### config.mk
export PLATFORM = sky130hd
export DESIGN_NAME = w25q64_cmd_seq_flat
export DESIGN_NICKNAME = d
export VERILOG_FILES = /design/src/rtl/w25q64_pkg.sv /design/src/rtl/w25q64_cmd_seq_if.sv /design/src/rtl/w25q64_poll_timer.sv /design/src/rtl/w25q64_cmd_seq.sv /design/src/flat_wrapper.sv
export SDC_FILE = /design/constraint.sdc
export NUM_CORES = 1
export LEC_CHECK = 0
export CAP_MARGIN = 20
export CORE_UTILIZATION = 40
export CTS_CLUSTER_SIZE = 20
export DETAILED_ROUTE_END_ITERATION = 10
export PLACE_DENSITY = 0.77
export SYNTH_ARGS = -nofsm -noshare
export SYNTH_HDL_FRONTEND = slang
export SYNTH_SLANG_ARGS = --single-unit
### constraint.sdc
create_clock -name i_sys_clk -period 6.05 [get_ports i_sys_clk]
set_input_delay 1.21 -clock i_sys_clk [delete_from_list [all_inputs] [get_ports i_sys_clk]]
set_output_delay 1.21 -clock i_sys_clk [all_outputs]
set_load 0.05 [all_outputs]
### src/rtl/w25q64_pkg.sv
// Shared encodings for the W25Q64 command sequencer: user op codes, flash
// opcodes, FSM states and SPI frame field offsets.
package w25q64_pkg;

  typedef enum logic [2:0] {
    OP_READ_ID = 3'd0,
    OP_READ    = 3'd1,
    OP_PROGRAM = 3'd2,
    OP_ERASE4K = 3'd3,
    OP_STATUS  = 3'd4
  } op_e;

  localparam logic [7:0] CMD_WREN  = 8'h06;
  localparam logic [7:0] CMD_RDSR  = 8'h05;
  localparam logic [7:0] CMD_JEDEC = 8'h9F;
  localparam logic [7:0] CMD_READ  = 8'h03;
  localparam logic [7:0] CMD_PP    = 8'h02;
  localparam logic [7:0] CMD_SE    = 8'h20;

  typedef enum logic [3:0] {
    S_IDLE, S_WREN, S_WREN_WT, S_MAIN, S_MAIN_WT,
    S_GAP, S_POLL, S_POLL_WT, S_RESP
  } state_e;

  localparam int STATUS_BUSY_BIT = 0;

  // Bit offsets inside the left-aligned 40-bit frame
  localparam int CMD_LSB    = 32;
  localparam int ADDR_LSB   = 8;
  localparam int DATA_LSB   = 0;
  localparam int STATUS_LSB = 24;

  function automatic logic is_legal(input logic [2:0] code);
    return code <= 3'd4;
  endfunction

  function automatic logic needs_wren(input logic [2:0] code);
    return (code == OP_PROGRAM) || (code == OP_ERASE4K);
  endfunction

endpackage

### src/rtl/w25q64_cmd_seq_if.sv
// User-side operation request / response channel of the flash sequencer.
interface w25q64_cmd_seq_if;
  logic        op_valid;
  logic        op_ready;
  logic [2:0]  op_code;
  logic [23:0] op_addr;
  logic [7:0]  op_wdata;
  logic        rsp_valid;
  logic [23:0] rsp_data;
  logic        rsp_err;

  modport master (output op_valid, op_code, op_addr, op_wdata,
                  input  op_ready, rsp_valid, rsp_data, rsp_err);
  modport slave  (input  op_valid, op_code, op_addr, op_wdata,
                  output op_ready, rsp_valid, rsp_data, rsp_err);
endinterface

### src/rtl/w25q64_poll_timer.sv
// Idle-gap down-counter between status polls plus the poll counter that
// flags the final allowed poll.
module w25q64_poll_timer #(
  parameter int POLL_GAP  = 1000,
  parameter int MAX_POLLS = 65535
) (
  input  logic i_sys_clk,
  input  logic i_reset,
  input  logic clear,
  input  logic gap_start,
  input  logic poll_done,
  output logic gap_expired,
  output logic last_poll
);
  localparam int GAP_W = $clog2(POLL_GAP + 1);

  logic [GAP_W-1:0] gap_cnt_reg;
  logic [15:0]      poll_cnt_reg;

  always_ff @(posedge i_sys_clk) begin
    if (i_reset) begin
      gap_cnt_reg  <= '0;
      poll_cnt_reg <= '0;
    end else begin
      // Loading POLL_GAP-1 makes the GAP state last exactly POLL_GAP cycles
      if (gap_start)
        gap_cnt_reg <= GAP_W'(POLL_GAP - 1);
      else if (gap_cnt_reg != '0)
        gap_cnt_reg <= gap_cnt_reg - GAP_W'(1);

      if (clear)
        poll_cnt_reg <= '0;
      else if (poll_done)
        poll_cnt_reg <= poll_cnt_reg + 16'd1;
    end
  end

  assign gap_expired = (gap_cnt_reg == '0);
  assign last_poll   = (poll_cnt_reg == 16'(MAX_POLLS - 1));

endmodule

### src/rtl/w25q64_cmd_seq.sv
// W25Q64 command sequencer: turns one user operation into WREN / command /
// status-poll SPI frames and returns a single response beat.
module w25q64_cmd_seq
  import w25q64_pkg::*;
#(
  parameter int FRAME_W   = 40,
  parameter int POLL_GAP  = 1000,
  parameter int MAX_POLLS = 65535
) (
  input  logic               i_sys_clk,
  input  logic               i_reset,
  w25q64_cmd_seq_if.slave    user,
  output logic [FRAME_W-1:0] spi_tx_data,
  output logic [2:0]         spi_len,
  output logic               spi_en,
  input  logic               spi_busy,
  input  logic               spi_done,
  input  logic [FRAME_W-1:0] spi_rx_data
);
  state_e state_reg, state_next;
  logic [2:0]         op_code_reg, op_code_next;
  logic [23:0]        addr_reg, addr_next;
  logic [7:0]         wdata_reg, wdata_next;
  logic [FRAME_W-1:0] tx_reg, tx_next;
  logic [2:0]         len_reg, len_next;
  logic [23:0]        rsp_data_reg, rsp_data_next;
  logic               rsp_err_reg, rsp_err_next;

  logic               accept, gap_start, poll_done, gap_expired, last_poll;
  logic [2:0]         cur_code;
  logic [23:0]        cur_addr;
  logic [7:0]         cur_wdata;
  logic [FRAME_W-1:0] main_frame, wren_frame, poll_frame;
  logic [2:0]         main_len;
  logic [7:0]         rx_status;
  logic               unused_inputs;

  // The command byte of a received frame and spi_busy carry nothing we need
  assign unused_inputs = ^{spi_busy, spi_rx_data[FRAME_W-1:CMD_LSB]};
  assign rx_status     = spi_rx_data[STATUS_LSB +: 8];

  always_ff @(posedge i_sys_clk) begin
    if (i_reset) begin
      state_reg    <= S_IDLE;
      op_code_reg  <= '0;
      addr_reg     <= '0;
      wdata_reg    <= '0;
      tx_reg       <= '0;
      len_reg      <= 3'd1;
      rsp_data_reg <= '0;
      rsp_err_reg  <= 1'b0;
    end else begin
      state_reg    <= state_next;
      op_code_reg  <= op_code_next;
      addr_reg     <= addr_next;
      wdata_reg    <= wdata_next;
      tx_reg       <= tx_next;
      len_reg      <= len_next;
      rsp_data_reg <= rsp_data_next;
      rsp_err_reg  <= rsp_err_next;
    end
  end

  // In IDLE the frame is built straight from the request so MAIN can start at once
  always_comb begin
    cur_code  = (state_reg == S_IDLE) ? user.op_code  : op_code_reg;
    cur_addr  = (state_reg == S_IDLE) ? user.op_addr  : addr_reg;
    cur_wdata = (state_reg == S_IDLE) ? user.op_wdata : wdata_reg;
    main_frame = '0;
    main_len   = 3'd2;
    case (cur_code)
      OP_READ_ID: begin
        main_frame[CMD_LSB +: 8] = CMD_JEDEC;
        main_len = 3'd4;
      end
      OP_READ: begin
        main_frame[CMD_LSB +: 8]   = CMD_READ;
        main_frame[ADDR_LSB +: 24] = cur_addr;
        main_len = 3'd5;
      end
      OP_PROGRAM: begin
        main_frame[CMD_LSB +: 8]   = CMD_PP;
        main_frame[ADDR_LSB +: 24] = cur_addr;
        main_frame[DATA_LSB +: 8]  = cur_wdata;
        main_len = 3'd5;
      end
      OP_ERASE4K: begin
        main_frame[CMD_LSB +: 8]   = CMD_SE;
        main_frame[ADDR_LSB +: 24] = cur_addr;
        main_len = 3'd4;
      end
      default: main_frame[CMD_LSB +: 8] = CMD_RDSR;
    endcase
    wren_frame = '0;
    wren_frame[CMD_LSB +: 8] = CMD_WREN;
    poll_frame = '0;
    poll_frame[CMD_LSB +: 8] = CMD_RDSR;
  end

  always_comb begin
    state_next    = state_reg;
    op_code_next  = op_code_reg;
    addr_next     = addr_reg;
    wdata_next    = wdata_reg;
    tx_next       = tx_reg;
    len_next      = len_reg;
    rsp_data_next = rsp_data_reg;
    rsp_err_next  = rsp_err_reg;
    accept        = 1'b0;
    gap_start     = 1'b0;
    poll_done     = 1'b0;
    case (state_reg)
      S_IDLE: if (user.op_valid) begin
        accept       = 1'b1;
        op_code_next = user.op_code;
        addr_next    = user.op_addr;
        wdata_next   = user.op_wdata;
        if (!is_legal(user.op_code)) begin
          state_next    = S_RESP;
          rsp_err_next  = 1'b1;
          rsp_data_next = '0;
        end else if (needs_wren(user.op_code)) begin
          state_next = S_WREN;
          tx_next    = wren_frame;
          len_next   = 3'd1;
        end else begin
          state_next = S_MAIN;
          tx_next    = main_frame;
          len_next   = main_len;
        end
      end
      S_WREN:    state_next = S_WREN_WT;
      S_WREN_WT: if (spi_done) begin
        state_next = S_MAIN;
        tx_next    = main_frame;
        len_next   = main_len;
      end
      S_MAIN:    state_next = S_MAIN_WT;
      S_MAIN_WT: if (spi_done) begin
        if (needs_wren(op_code_reg)) begin
          state_next = S_GAP;
          gap_start  = 1'b1;
        end else begin
          state_next   = S_RESP;
          rsp_err_next = 1'b0;
          case (op_code_reg)
            OP_READ_ID: rsp_data_next = spi_rx_data[ADDR_LSB +: 24];
            OP_READ:    rsp_data_next = {16'h0, spi_rx_data[DATA_LSB +: 8]};
            default:    rsp_data_next = {16'h0, rx_status};
          endcase
        end
      end
      S_GAP: if (gap_expired) begin
        state_next = S_POLL;
        tx_next    = poll_frame;
        len_next   = 3'd2;
      end
      S_POLL:    state_next = S_POLL_WT;
      S_POLL_WT: if (spi_done) begin
        poll_done = 1'b1;
        if (!rx_status[STATUS_BUSY_BIT] || last_poll) begin
          state_next    = S_RESP;
          rsp_err_next  = rx_status[STATUS_BUSY_BIT];
          rsp_data_next = {16'h0, rx_status};
        end else begin
          state_next = S_GAP;
          gap_start  = 1'b1;
        end
      end
      S_RESP:  state_next = S_IDLE;
      default: state_next = S_IDLE;
    endcase
  end

  w25q64_poll_timer #(
    .POLL_GAP  (POLL_GAP),
    .MAX_POLLS (MAX_POLLS)
  ) u_poll_timer (
    .i_sys_clk   (i_sys_clk),
    .i_reset     (i_reset),
    .clear       (accept),
    .gap_start   (gap_start),
    .poll_done   (poll_done),
    .gap_expired (gap_expired),
    .last_poll   (last_poll)
  );

  assign user.op_ready  = (state_reg == S_IDLE) && !i_reset;
  assign user.rsp_valid = (state_reg == S_RESP) && !i_reset;
  assign user.rsp_data  = rsp_data_reg;
  assign user.rsp_err   = rsp_err_reg;
  assign spi_en      = ((state_reg == S_WREN) || (state_reg == S_MAIN) ||
                        (state_reg == S_POLL)) && !i_reset;
  assign spi_tx_data = tx_reg;
  assign spi_len     = len_reg;

endmodule
### src/flat_wrapper.sv
// flat-port wrapper written by rule: the top's interface ports become plain ports
module w25q64_cmd_seq_flat import w25q64_pkg::*;
#(
  parameter int FRAME_W   = 40,
  parameter int POLL_GAP  = 1000,
  parameter int MAX_POLLS = 65535
)
  (i_sys_clk, i_reset, spi_tx_data, spi_len, spi_en, spi_busy, spi_done, spi_rx_data, user_op_valid, user_op_code, user_op_addr, user_op_wdata, user_op_ready, user_rsp_valid, user_rsp_data, user_rsp_err);
  w25q64_cmd_seq_if user_i ();
  input  logic i_sys_clk;
  input  logic i_reset;
  output logic [FRAME_W-1:0] spi_tx_data;
  output logic [2:0] spi_len;
  output logic spi_en;
  input  logic spi_busy;
  input  logic spi_done;
  input  logic [FRAME_W-1:0] spi_rx_data;
  input wire logic [$bits(user_i.op_valid)-1:0] user_op_valid;
  input wire logic [$bits(user_i.op_code)-1:0] user_op_code;
  input wire logic [$bits(user_i.op_addr)-1:0] user_op_addr;
  input wire logic [$bits(user_i.op_wdata)-1:0] user_op_wdata;
  output wire logic [$bits(user_i.op_ready)-1:0] user_op_ready;
  output wire logic [$bits(user_i.rsp_valid)-1:0] user_rsp_valid;
  output wire logic [$bits(user_i.rsp_data)-1:0] user_rsp_data;
  output wire logic [$bits(user_i.rsp_err)-1:0] user_rsp_err;
  assign user_i.op_valid = user_op_valid;
  assign user_i.op_code = user_op_code;
  assign user_i.op_addr = user_op_addr;
  assign user_i.op_wdata = user_op_wdata;
  assign user_op_ready = user_i.op_ready;
  assign user_rsp_valid = user_i.rsp_valid;
  assign user_rsp_data = user_i.rsp_data;
  assign user_rsp_err = user_i.rsp_err;
  w25q64_cmd_seq #(.FRAME_W(FRAME_W), .POLL_GAP(POLL_GAP), .MAX_POLLS(MAX_POLLS)) u_core (.i_sys_clk(i_sys_clk), .i_reset(i_reset), .user(user_i), .spi_tx_data(spi_tx_data), .spi_len(spi_len), .spi_en(spi_en), .spi_busy(spi_busy), .spi_done(spi_done), .spi_rx_data(spi_rx_data));
endmodule
==> results.yml, run 1 <==
grt:
  top_usage_layer: "met2"
  grt_max_degree: 57
  grtUsageMet1: 0.248
  grtUsageMet2: 0.378
  track_usage: 0.216
  gr-total-overflow: 0
  antenna_found_initial: 0
  grt_pass1_wl_um: 25300
  first_global_vias: 5008
  grt_use_met3: 0.0646
yosys:
  yosysSeqAreaShare: 0.450
  ys_ff_latch: 130
  synth_cells: 602
  ys_warn_count: 0
  synth.distinct_cells: 60
  syn_area_mm2: 0.00578
  synth_area_leaders: "dfxtp_1 (45%), a22o_1 (7.7%), mux2i_1 (5.9%)"
  async_flop_share: 0
  synth_top_area_frac: 0.450
  synth-edff-count: 0
  synth_nets: 685
  syn_area_per_cell_um2: 9.61
  yosysTopAreaCell: "dfxtp_1"
  synth-main-ff-cell: "dfxtp_1"
worst_setup_path:
  worstSetupPathType: "in2out"
  path_cells: "buf_2, buf_4, nor2_1, clkdlybuf4s50_1"
  cp.arrival_ns: 2.95
  critical-path-slowest-cell: "clkdlybuf4s50_1"
  cp-end-kind: "output port"
  max_stage_delay_ns: 0.73
  startpoint_type: "primary input"
  path_max_fanout: 56
  critPathRequiredTime_ns: 4.84
cts:
  clock-root-buffer: "clkbuf_16"
  clk_pin_slew_ns: 0.05
  cts_setup_buffers: 0
  cts_buffers: 17
  tritoncts: "done"
  h-tree-depth: 4
  postCtsHoldBufs: 0
  clock_latency_ns: 0.42
  cts_sinks: 130
  clockBufferDepth: 2
  cts_resized: 0
die:
  coreArea_mm2: 0.0140
  fp.dieArea_mm2: 0.0149
  std_cell_rows: 43
  ios: 151
  die_height_um: 122
  dieWidth_um: 122
  start_util: 0.413
route:
  drtIter0Drc: 370
  wire_per_inst_um: 17.1
  drt_wl_total_um: 15600
  drtPass1Iterations: 4
  antenna_left: 0
  num_vias: 5099
  route.detailed.drc: 0
  viasPerCell: 5.57
finish:
  drive_gt1_frac: 0.0993
  num-fill-cells: 1184
  largest_reg_flops: 37
  fin_nets: 805
  area_delta_synth_final_pct: 36.3
  final_cells: 915
  final_cell_mix: "clkdlybuf4s50_1 (139), dfxtp_1 (130), nand2_1 (53), a22o_1 (51), a21oi_1 (48)"
  layout_commonest_cell: "clkdlybuf4s50_1"
  antenna_cells: 0
  final_cell_area_mm2: 0.00788
timing:
  min_period_ns: 4.16
  rsz0062_at_grt: "false"
  fin_crit_sh: 0.688
  fmax_mhz: 240
  finClkSkew_ns: 0.00785
  setup_ws_ns: 1.89
  worst_pin_slew_ns: 0.943
  report.final.slew_viol_count: 0
  hold_viol: 0
  tns_ns: 0
  relSlewSlack: 0.370
  finalSetupViolCount: 0
job:
  cap_violations: 0
pwr:
  switchingPower_mw: 1.43
  ir_worst_vdd_mv: 0.284
  power.total_mw: 3.72
  clockPowerShare: 0.284
  power_density_mw_per_mm2: 472
  p_int_mw: 2.29
  power.leakage_nw: 2.83
  switching_share: 0.385
  seqPwrFrac: 0.315
  power_frac_comb: 0.401
worst_hold_path:
  hold_path.class: "reg2reg"
outcome:
  status: "completed"
place:
  placedCellCount: 883
  placed_cell_area_mm2: 0.00727
  hpwl_um: 10500
  finalWeightedCongestion: 0.850
  dp_slack_ns: 1.89
  portBuffers: 140
Yosys cell counts (11+ instances only):
cell,count
a21oi_1,49
clkbuf_1,32
xnor2_1,13
a22o_1,51
nor3_1,18
mux2i_1,34
o32ai_2,19
nand2_1,53
a211oi_1,11
or3_1,14
nor2_1,41
dfxtp_1,130
o21ai_0,11
power groups by stage:
stage               Combinational (mW)  Clock [mW]  Sequential [mW]
CTS                               1.50        1.07             1.17
global placement                  1.45           0             1.18
global route                      1.60        1.11             1.20
floorplan                        0.946           0             1.33
detailed placement                1.49           0             1.18
finish                            1.49        1.06             1.17
layer usage:
layer | wire length (um) | part of all wire | vias up
met5 | 0 | 0 | -
met4 | 293 | 0.019 | 0
met3 | 972 | 0.062 | 23
met2 | 7980 | 0.51 | 148
met1 | 6400 | 0.41 | 2458
li1 | - | - | 2470
area by class of cell:
cell class | instances | area [um^2] | share of cell area
timing repair buffer | 149 | 1460 | 0.186
multi-input combinational | 414 | 2940 | 0.373
sequential | 130 | 2600 | 0.330
inverter | 10 | 37.5 | 0.00476
tap | 180 | 225 | 0.0286
clock buffer | 23 | 488 | 0.0619
clock inverter | 9 | 128 | 0.0162
cells by family (layout without fill, tap and decap cells):
group / count (synthesis) / count (layout) / share of synthesized area
adders and majority gates: 3 / 3 / 0.00649
other: 1 / 1 / 0.000648
and+or+nand+nor: 175 / 175 / 0.155
AOI/OAI and AO/OA: 178 / 178 / 0.247
buffers and inverters: 58 / 191 / 0.0463
muxes: 36 / 36 / 0.0627
xor gates and xnor gates: 21 / 21 / 0.0318
DFF: 130 / 130 / 0.450
critical path: cells and delay by family:
| kind | cells | cell delay, ns |
|---|---|---|
| and+or+nand+nor | 1 | 0.11 |
| buffers and inverters | 3 | 1.60 |
final timing paths:
path	cells past startpoint	to	from	slack, ns
max	4	user_op_ready	i_reset	1.89
min reg2reg	2	u_core.spi_tx_data[6]	u_core.spi_tx_data[6]	0.46
min	2	u_core.spi_tx_data[6]	u_core.spi_tx_data[6]	0.46
max reg2reg	6	u_core.spi_tx_data[33]	u_core.state_reg[3]	3.02
metrics by stage:
| stage | hold WS [ns] | util |
|---|---|---|
| 2_1_floorplan | 0.449 | - |
| 3_3_place_gp | 0.450 | 0.519 |
| 3_5_place_dp | 0.447 | 0.519 |
| 4_1_cts | 0.455 | 0.564 |
| 5_1_grt | 0.484 | 0.564 |
| 6_report | 0.461 | 0.564 |
(Power assumes the default switching activity.)
==> run 2: changes to the inputs <==
clock period = 4.4 ns   (was 6.05 ns; I/O delays follow)
==> run 2 against run 1 <==
Utilization is 0.32 points higher. Wire length is 0.10% lower. First-iteration DRC count is 19% lower. Final cell count is 0.22% higher. Sequential power is 38% higher. Combinational power is 38% higher. Power is 40% higher. Highest routed layer unchanged.
==> results.yml, run 2 (synthesis results as in run 1) <==
outcome:
  status: "completed"
finish:
  seqCellArea_mm2: 0.00260
  final_cell_mix: "clkdlybuf4s50_1 (139), dfxtp_1 (130), nand2_1 (53), a22o_1 (51), a21oi_1 (48)"
  num-fill-cells: 1171
  antenna_cells: 0
  multiInputGateArea_mm2: 0.00294
  largest_reg_flops: 37
  fin_nets: 807
  layout_commonest_cell: "clkdlybuf4s50_1"
  drive_gt1_frac: 0.103
  area_delta_synth_final_pct: 37.1
cts:
  clockBufferDepth: 2
  clock_latency_ns: 0.42
  postCtsHoldBufs: 0
  cts_setup_buffers: 0
  cts_sinks: 130
  h-tree-depth: 4
  tritoncts: "done"
  clock-root-buffer: "clkbuf_16"
  cts_resized: 0
  cts_buffers: 17
  clk_pin_slew_ns: 0.06
worst_setup_path:
  worstSetupPathType: "reg2out"
  timing.rr.start: "u_core.state_reg[3]"
  critPathRequiredTime_ns: 3.52
  path_cells: "or4_1, nor2_1, clkdlybuf4s50_1"
  max_stage_delay_ns: 0.86
  worst_r2r_path_depth: 6
  rrSetupSlack_ns: 1.35
  cp.arrival_ns: 2.82
  reg2reg_to: "u_core.user.rsp_data[15]"
  path_max_fanout: 16
  cp-end-kind: "output port"
  startpoint_type: "register"
  critical-path-slowest-cell: "clkdlybuf4s50_1"
grt:
  grt_max_degree: 56
  first_global_vias: 5097
  antenna_found_initial: 0
  grt_pass1_wl_um: 25200
  track_usage: 0.214
  gr-total-overflow: 0
pwr:
  power_density_mw_per_mm2: 656
  ir_worst_vdd_mv: 0.354
  power.leakage_nw: 2.86
timing:
  relSlewSlack: 0.412
  fmax_mhz: 270
  tns_ns: 0
  finalSetupViolCount: 0
  report.final.slew_viol_count: 0
  min_period_ns: 3.70
  worst_pin_slew_ns: 0.874
  hold_viol: 0
  rsz0062_at_grt: "false"
  hold_ws_ns: 0.454
  fin_crit_sh: 0.841
  finClkSkew_ns: 0.00789
die:
  std_cell_rows: 43
  fp.dieArea_mm2: 0.0149
  ios: 151
  die_height_um: 122
  start_util: 0.413
  dieWidth_um: 122
  coreArea_mm2: 0.0140
route:
  route.detailed.drc: 0
  viasPerCell: 5.64
  wire_per_inst_um: 17.0
  antenna_left: 0
  drt_wl_total_um: 15600
  num_vias: 5170
  drtIter0Drc: 300
  drtPass1Iterations: 5
worst_hold_path:
  min-delay-start: "u_core.spi_tx_data[7]"
  hold_depth: 2
  hold_path.class: "reg2reg"
  min_to: "u_core.spi_tx_data[7]"
job:
  cap_violations: 0
place:
  portBuffers: 140
  finalWeightedCongestion: 0.848
  hpwl_um: 10600
run 2: cell types whose count changed in the layout (fill, tap and decap cells not counted), sizes merged:
cell,previous run,this run
buf,10,11
bufinv,3,4
clkbuf,23,22
clkinvlp,3,2
inv,10,12
run 2: metal layers:
layer | vias to the layer above | share of wire | track usage
met5 | - | 0 | 0
met2 | 140 | 0.50 | 0.362
met1 | 2531 | 0.42 | 0.250
met4 | 0 | 0.021 | 0.0800
li1 | 2475 | - | -
met3 | 24 | 0.059 | 0.0725
run 2: how the worst max path moves through the flow:
stage                     slack [ns]  cells after the start                     end                start
after CTS                       0.70                      3           user_op_ready  u_core.state_reg[3]
final                           0.70                      3           user_op_ready  u_core.state_reg[3]
after detailed placement        0.76                      7  u_core.spi_tx_data[10]      user_op_code[0]
after global placement          0.82                      7  u_core.spi_tx_data[30]      user_op_code[0]
after global routing            0.65                      3           user_op_ready  u_core.state_reg[0]
after floorplan                 1.16                      3                  spi_en              i_reset
run 2: critical path: cells and delay by family (launching register included):
| family | cells | cell delay, ns |
|---|---|---|
| AND/OR/NAND/NOR | 2 | 1.04 |
| flip-flops | 1 | 0.49 |
| buffers and inverters | 1 | 0.86 |
run 2: final cells by class:
cell class | instances | share of cell area
Clock inverter | 11 | 0.0221
Timing Repair Buffer | 151 | 0.187
Sequential cell | 130 | 0.328
Inverter | 10 | 0.00473
Clock buffer | 21 | 0.0593
Multi-Input combinational cell | 414 | 0.371
Tap cell | 180 | 0.0284
run 2: metrics by stage:
stage / utilization / std cells / setup WS, ns / total power, mW / area, um^2
2_1_floorplan: - / 602 / 1.16 / 3.13 / 5780
3_3_place_gp: 0.520 / 884 / 0.825 / 3.62 / 7270
3_5_place_dp: 0.520 / 884 / 0.757 / 3.68 / 7270
4_1_cts: 0.566 / 916 / 0.701 / 5.22 / 7920
5_1_grt: 0.567 / 917 / 0.653 / 5.45 / 7930
6_report: 0.567 / 917 / 0.701 / 5.20 / 7930
run 2: power breakdown:
group	switching, mW	internal (mW)
clock network	0.527	0.997
logic	1.25	0.806
registers	0.220	1.40
